## config.mk

```make
export PLATFORM = sky130hd
export DESIGN_NAME = mux_arbiter_rr_x4
export DESIGN_NICKNAME = d
export VERILOG_FILES = /design/src/rtl/mux_arb_pkg.sv /design/src/rtl/mux_nbit_x4.sv /design/src/rtl/mux_arbiter_rr_x4.sv
export SDC_FILE = /design/constraint.sdc
export NUM_CORES = 1
export LEC_CHECK = 0
export BUFFER_PORTS_ARGS = -buffer_cell sky130_fd_sc_hd__buf_2
export CAP_MARGIN = 20
export CELL_PAD_IN_SITES_DETAIL_PLACEMENT = 1
export CELL_PAD_IN_SITES_GLOBAL_PLACEMENT = 1
export CORE_UTILIZATION = 30
export CTS_CLUSTER_SIZE = 28
export DETAILED_ROUTE_END_ITERATION = 6
export GPL_TIMING_DRIVEN = 0
export PLACE_DENSITY_LB_ADDON = 0.1
export SYNTH_ARGS = -nofsm -noshare
export SYNTH_HDL_FRONTEND = slang
export SYNTH_SLANG_ARGS = --single-unit
```

## constraint.sdc

```tcl
create_clock -name clk -period 1.85 [get_ports clk]
set_clock_uncertainty 0.05 [all_clocks]
set_input_delay 0.37 -clock clk [delete_from_list [all_inputs] [get_ports clk]]
set_output_delay 0.37 -clock clk [all_outputs]
set_load 0.03 [all_outputs]
```

## src/rtl/mux_arb_pkg.sv

```systemverilog
// Shared types and the rotating-priority search used by the four-way bus arbiter.
package mux_arb_pkg;

  typedef enum logic {
    IDLE  = 1'b0,
    GRANT = 1'b1
  } state_t;

  // Returns {found, idx}: the first set bit of req, searching ptr, ptr+1, ... modulo 4.
  function automatic logic [2:0] rr_pick(input logic [3:0] req, input logic [1:0] ptr);
    logic [2:0] result;
    logic [1:0] idx;
    result = 3'b000;
    // Walk from the farthest offset down so the nearest requester is the last one written.
    for (int k = 3; k >= 0; k--) begin
      idx = ptr + 2'(k);
      if (req[idx]) result = {1'b1, idx};
    end
    return result;
  endfunction

endpackage

```

## src/rtl/mux_nbit_x4.sv

```systemverilog
// Combinational 4:1 mux of BUS_WIDTH-bit words, steered by the arbiter grant.
module mux_nbit_x4 #(
  parameter int BUS_WIDTH = 8
) (
  input  logic [BUS_WIDTH-1:0] a,
  input  logic [BUS_WIDTH-1:0] b,
  input  logic [BUS_WIDTH-1:0] c,
  input  logic [BUS_WIDTH-1:0] d,
  input  logic [1:0]           sel,
  output logic [BUS_WIDTH-1:0] out
);

  always_comb begin
    // NOTE: a default assignment ahead of the case keeps every path driven, so no latch is inferred.
    out = a;
    case (sel)
      2'd1:    out = b;
      2'd2:    out = c;
      2'd3:    out = d;
      default: out = a;
    endcase
  end

endmodule

```

## src/rtl/mux_arbiter_rr_x4.sv

```systemverilog
// Round-robin, burst-limited arbiter sharing one registered valid/ready output among four requesters.
module mux_arbiter_rr_x4
  import mux_arb_pkg::*;
#(
  parameter int BUS_WIDTH = 8,
  parameter int MAX_BURST = 4
) (
  input  logic                 clk,
  input  logic                 reset_n,
  input  logic [3:0]           req,
  input  logic [BUS_WIDTH-1:0] a,
  input  logic [BUS_WIDTH-1:0] b,
  input  logic [BUS_WIDTH-1:0] c,
  input  logic [BUS_WIDTH-1:0] d,
  output logic [3:0]           ack,
  output logic [1:0]           sel,
  output logic                 busy,
  output logic [BUS_WIDTH-1:0] y,
  output logic                 y_valid,
  input  logic                 y_ready
);

  localparam int              BCW       = (MAX_BURST > 1) ? $clog2(MAX_BURST) : 1;
  localparam logic [BCW-1:0] LAST_BEAT = BCW'(MAX_BURST - 1);

  state_t                 state, state_nx;
  logic [1:0]             sel_nx, ptr, ptr_nx, arb_ptr;
  logic [BCW-1:0]         beat_cnt, beat_cnt_nx;
  logic [3:0]             arb_req;
  logic [2:0]             pick;
  logic                   load, burst_end, rel;
  logic [BUS_WIDTH-1:0]   mux_out;

  mux_nbit_x4 #(.BUS_WIDTH(BUS_WIDTH)) u_mux (
    .a   (a),
    .b   (b),
    .c   (c),
    .d   (d),
    .sel (sel),
    .out (mux_out)
  );

  assign load      = (state == GRANT) && req[sel] && (!y_valid || y_ready);
  assign burst_end = load && (beat_cnt == LAST_BEAT);
  assign rel       = (state == GRANT) && (!req[sel] || burst_end);

  // On release the search restarts just past the old grant; an expired burst may not re-win at once.
  assign arb_ptr = (state == GRANT) ? sel + 2'd1 : ptr;
  assign arb_req = burst_end ? (req & ~(4'b0001 << sel)) : req;
  assign pick    = rr_pick(arb_req, arb_ptr);

  assign ack  = load ? (4'b0001 << sel) : 4'b0000;
  assign busy = (state == GRANT);

  always_comb begin
    state_nx    = state;
    sel_nx      = sel;
    ptr_nx      = ptr;
    beat_cnt_nx = beat_cnt;
    case (state)
      IDLE: begin
        if (pick[2]) begin
          state_nx    = GRANT;
          sel_nx      = pick[1:0];
          beat_cnt_nx = '0;
        end
      end
      GRANT: begin
        if (rel) begin
          ptr_nx      = sel + 2'd1;
          beat_cnt_nx = '0;
          if (pick[2]) sel_nx = pick[1:0];
          else         state_nx = IDLE;
        end else if (load) begin
          beat_cnt_nx = beat_cnt + 1'b1;
        end
      end
      default: state_nx = IDLE;
    endcase
  end

  always_ff @(posedge clk or negedge reset_n) begin
    if (!reset_n) begin
      state    <= IDLE;
      sel      <= 2'd0;
      ptr      <= 2'd0;
      beat_cnt <= '0;
    end else begin
      // NOTE: non-blocking assignments let every register see pre-edge values, avoiding order-dependent races.
      state    <= state_nx;
      sel      <= sel_nx;
      ptr      <= ptr_nx;
      beat_cnt <= beat_cnt_nx;
    end
  end

  always_ff @(posedge clk or negedge reset_n) begin
    if (!reset_n) begin
      y       <= '0;
      y_valid <= 1'b0;
    end else if (load) begin
      y       <= mux_out;
      y_valid <= 1'b1;
    end else if (y_valid && y_ready) begin
      y_valid <= 1'b0;
    end
  end

endmodule
```

==> key figures <==
Run status
  • Status: complete, but fails checks
  • Failing checks: negative hold slack, negative setup slack

Clock tree
  • TritonCTS clock tree: yes
  • Cts bufs inserted: 3
  • H-tree levels: 1
  • CTS Buffer Depth: 2
  • Clock transition at the registers of the reported paths: about 0.07 ns
  • Hold buffer count at CTS: 0
  • Clk_lat worst skew: 0.25 ns
  • Clock root buffer: clkbuf_8
  • Clock sinks: 16

Timing
  • Hold WS: -0.00950 ns
  • Final setup margin: -0.262 ns
  • Fmax: 474 MHz
  • Period utilisation layout: 1.14
  • RSZ-0062 raised after global routing: yes
  • Final max-slew violation count: 0
  • Tmin final: 2.11 ns
  • Final hold vios: 16
  • Slew headroom: 0.729
  • Slew @ Worst Pin: between 0.4 and 0.5 ns
  • Setup_tns: -1.22 ns
  • Final setup fails: 8

Layout
  • Register Area: 405 um2
  • Layout fillers: 447
  • Share of cells above drive strength 1: 0.534
  • Area of the multi-input gates: between 800 and 900 um2
  • Diodes inserted: 0
  • Total Nets Final: 251
  • Area Growth Syn to Fin: 53.5%
  • Fin util: 0.497
  • Non-Filler Instances: ~250

Floorplanning
  • Cell Rows: 22
  • Ports: 55
  • Die Wd: 65.8 um
  • Die height: 65.8 um
  • Core area: 3770 um2
  • Initial Util: 0.323
  • Die ar.: 4330 um2

Logic synthesis
  • Netlist cell types: 41
  • Yosys reg bits: 16
  • Avg Synthesized Cell Area: about 8.6 um2
  • Mapped Nets: 186
  • EDFF count, synth: 0
  • Syn. warnings: 0
  • Syn Inst Count: approximately 140
  • Post-synthesis sequential area ratio: 0.328
  • Main synth FF type: dfrtp_1
  • Synth Cell Area: 1220 um2
  • Async SR Flop Fraction: 1.00

Placed design
  • Hpwl dp: roughly 3100 um
  • Placed insts: 244
  • Final GP Congestion: 0.845
  • IO buf count: 54

Critical path
  • Crit path max-delay cell type: dfrtp_2
  • Worst Reg-to-Reg Cells: 7
  • Critical path start-end classification: register to primary output
  • Crit path launch: sel[1]
  • Largest stage delay on the critical path: 0.45 ns
  • Reg-to-Reg End: sel[1]
  • CP Data Required Time: roughly 1.4 ns
  • Flop2flop setup slack: -0.07 ns
  • Ordered list of cells on the worst path: mux2i_2, a2bb2oi_4, or2_4, clkbuf_16, nor2_4, buf_6
  • Reg2reg start: sel[1]
  • Type of origin of the critical path: register
  • Arr. time, crit path: 1.69 ns
  • Endpoint type of the worst setup path: primary output
  • Worst Path Max Fanout: 10

Drt
  • 1st-iter DRT viols: 49
  • Vias post-DR: 1356
  • Routed WL per cell: 16.1 um
  • Final WL: 4080 um
  • Via density per instance: 5.34
  • Antenna-violating nets left: 0
  • DRT Pass-1 Iters: 5
  • Drt drc: 0

Global route
  • Vias in the first global route: 1352
  • GRT Total Usage: 0.202
  • Total grt overflow: 0
  • First-pass GRT wire length: 6600 um
  • Largest net degree at the start of global routing: 17
  • Initial antenna violation count: 0

Power
  • Maximum vdd drop: around 0.9 mV
  • Pwr/cell area: 1810 nW/um2
  • Final Power: about 3.4 mW
  • Leakage: 0.849 nW

Worst hold path
  • HP Class: input pin to asynchronous set/reset pin

Run
  • Max_cap viols: 0
[routing by layer]
metal / part of all wire / wire length [um] / track usage / vias to the layer above
li1: - / - / - / 656
met1: 0.45 / 1850 / 0.275 / 671
met2: 0.50 / 2050 / 0.335 / 27
met3: 0.041 / 166 / 0.0224 / 2
met4: 0.0042 / 17 / 0.0489 / 0
met5: 0 / 0 / 0 / -
[synth_stat cells, types with 2 or more instances]
| cell type | count | area, um2 |
|---|---|---|
| dfrtp_1 | 16 | 400 |
| nor2_1 | 14 | 52.6 |
| nand2_1 | 13 | 48.8 |
| o21ai_0 | 12 | 60.1 |
| a21oi_1 | 10 | 50.1 |
| inv_1 | 9 | 33.8 |
| a222oi_1 | 8 | 80.1 |
| clkbuf_1 | 8 | 30.0 |
| ha_1 | 5 | 62.6 |
| mux2_2 | 5 | 56.3 |
| nand3_1 | 5 | 25.0 |
| nand2b_1 | 3 | 18.8 |
| nand4_1 | 2 | 12.5 |
| nor2b_1 | 2 | 12.5 |
| o211a_1 | 2 | 20.0 |
| o211ai_1 | 2 | 15.0 |
| or2b_1 | 2 | 15.0 |
[layout by cell type (no fill, tap or decap), types with 3 or more instances in the layout]
cell type / n
o21ai_0: 7
nor2_4: 4
clkbuf_8: 4
nand2b_1: 3
nor2_1: 10
inv_1: 6
mux2_2: 3
nand3_1: 3
buf_6: 8
o21ai_2: 3
o21ai_1: 3
a222oi_1: 8
nand2_1: 13
buf_8: 3
buf_2: 50
dfrtp_1: 12
ha_2: 4
buf_4: 6
a21oi_1: 10
dfrtp_2: 4
[how the worst max path moves through the flow]
stage	end	slack [ns]
detailed placement	beat_cnt[1]	-0.26
floorplan	ack[0]	-0.02
global placement	beat_cnt[1]	-0.23
finish	ack[0]	-0.26
CTS	ack[0]	-0.27
global route	ack[0]	-0.31
[registers in the layout, summed over array words and instances, names as in the netlist]
register  flops
y             8
sel           2
busy          1
y_valid       1
beat_cnt      2
ptr           2
[stage by stage]
step | area, um2 | setup slack [ns] | hold slack (ns)
2_1_floorplan | 1310 | -0.0185 | 0.0244
3_5_place_dp | 1640 | -0.259 | 0.275
6_report | 1870 | -0.262 | -0.00950
4_1_cts | 1830 | -0.272 | 0.000735
3_3_place_gp | 1640 | -0.228 | 0.263
5_1_grt | 1870 | -0.312 | 0.00614
[kinds of logic after synthesis]
family                   synth area share
AO/OA/AOI/OAI                       0.313
AND/OR/NAND/NOR                     0.182
buffers and inverters              0.0718
flip-flops                          0.328
multiplexers                       0.0544
adder cells (fa/ha/maj)            0.0513
[report_power, final]
part	internal, mW	switching, mW	leakage [nW]	total (mW)
sequential	0.512	0.118	0.193	0.630
clock	0.189	0.130	0.0288	0.319
combinational	1.10	1.35	0.627	2.45
[repair_timing]
action | CTS | global route
gates resized for setup | 26 | 15
pin swaps | 5 | 8
buffers inserted | 6 | 2
setup endpoints to repair | 17 | 17
[worst max-delay path, delay by kind of cell, from the launching register on]
kind,cells,cell delay [ns]
AND/OR/NAND/NOR,2,0.34
flip-flops,1,0.45
AO/OA/AOI/OAI,1,0.16
buffers and inverters,2,0.30
multiplexers,1,0.19
[final cells by class]
type | count | share of cell area
plain buffers | 9 | 0.0561
clock buffers | 4 | 0.0294
inverters | 9 | 0.0207
multi-input cells | 106 | 0.452
flip-flops and latches | 16 | 0.216
well taps | 48 | 0.0321
repair buffers | 62 | 0.194
Power figures use the tool's default switching activity.
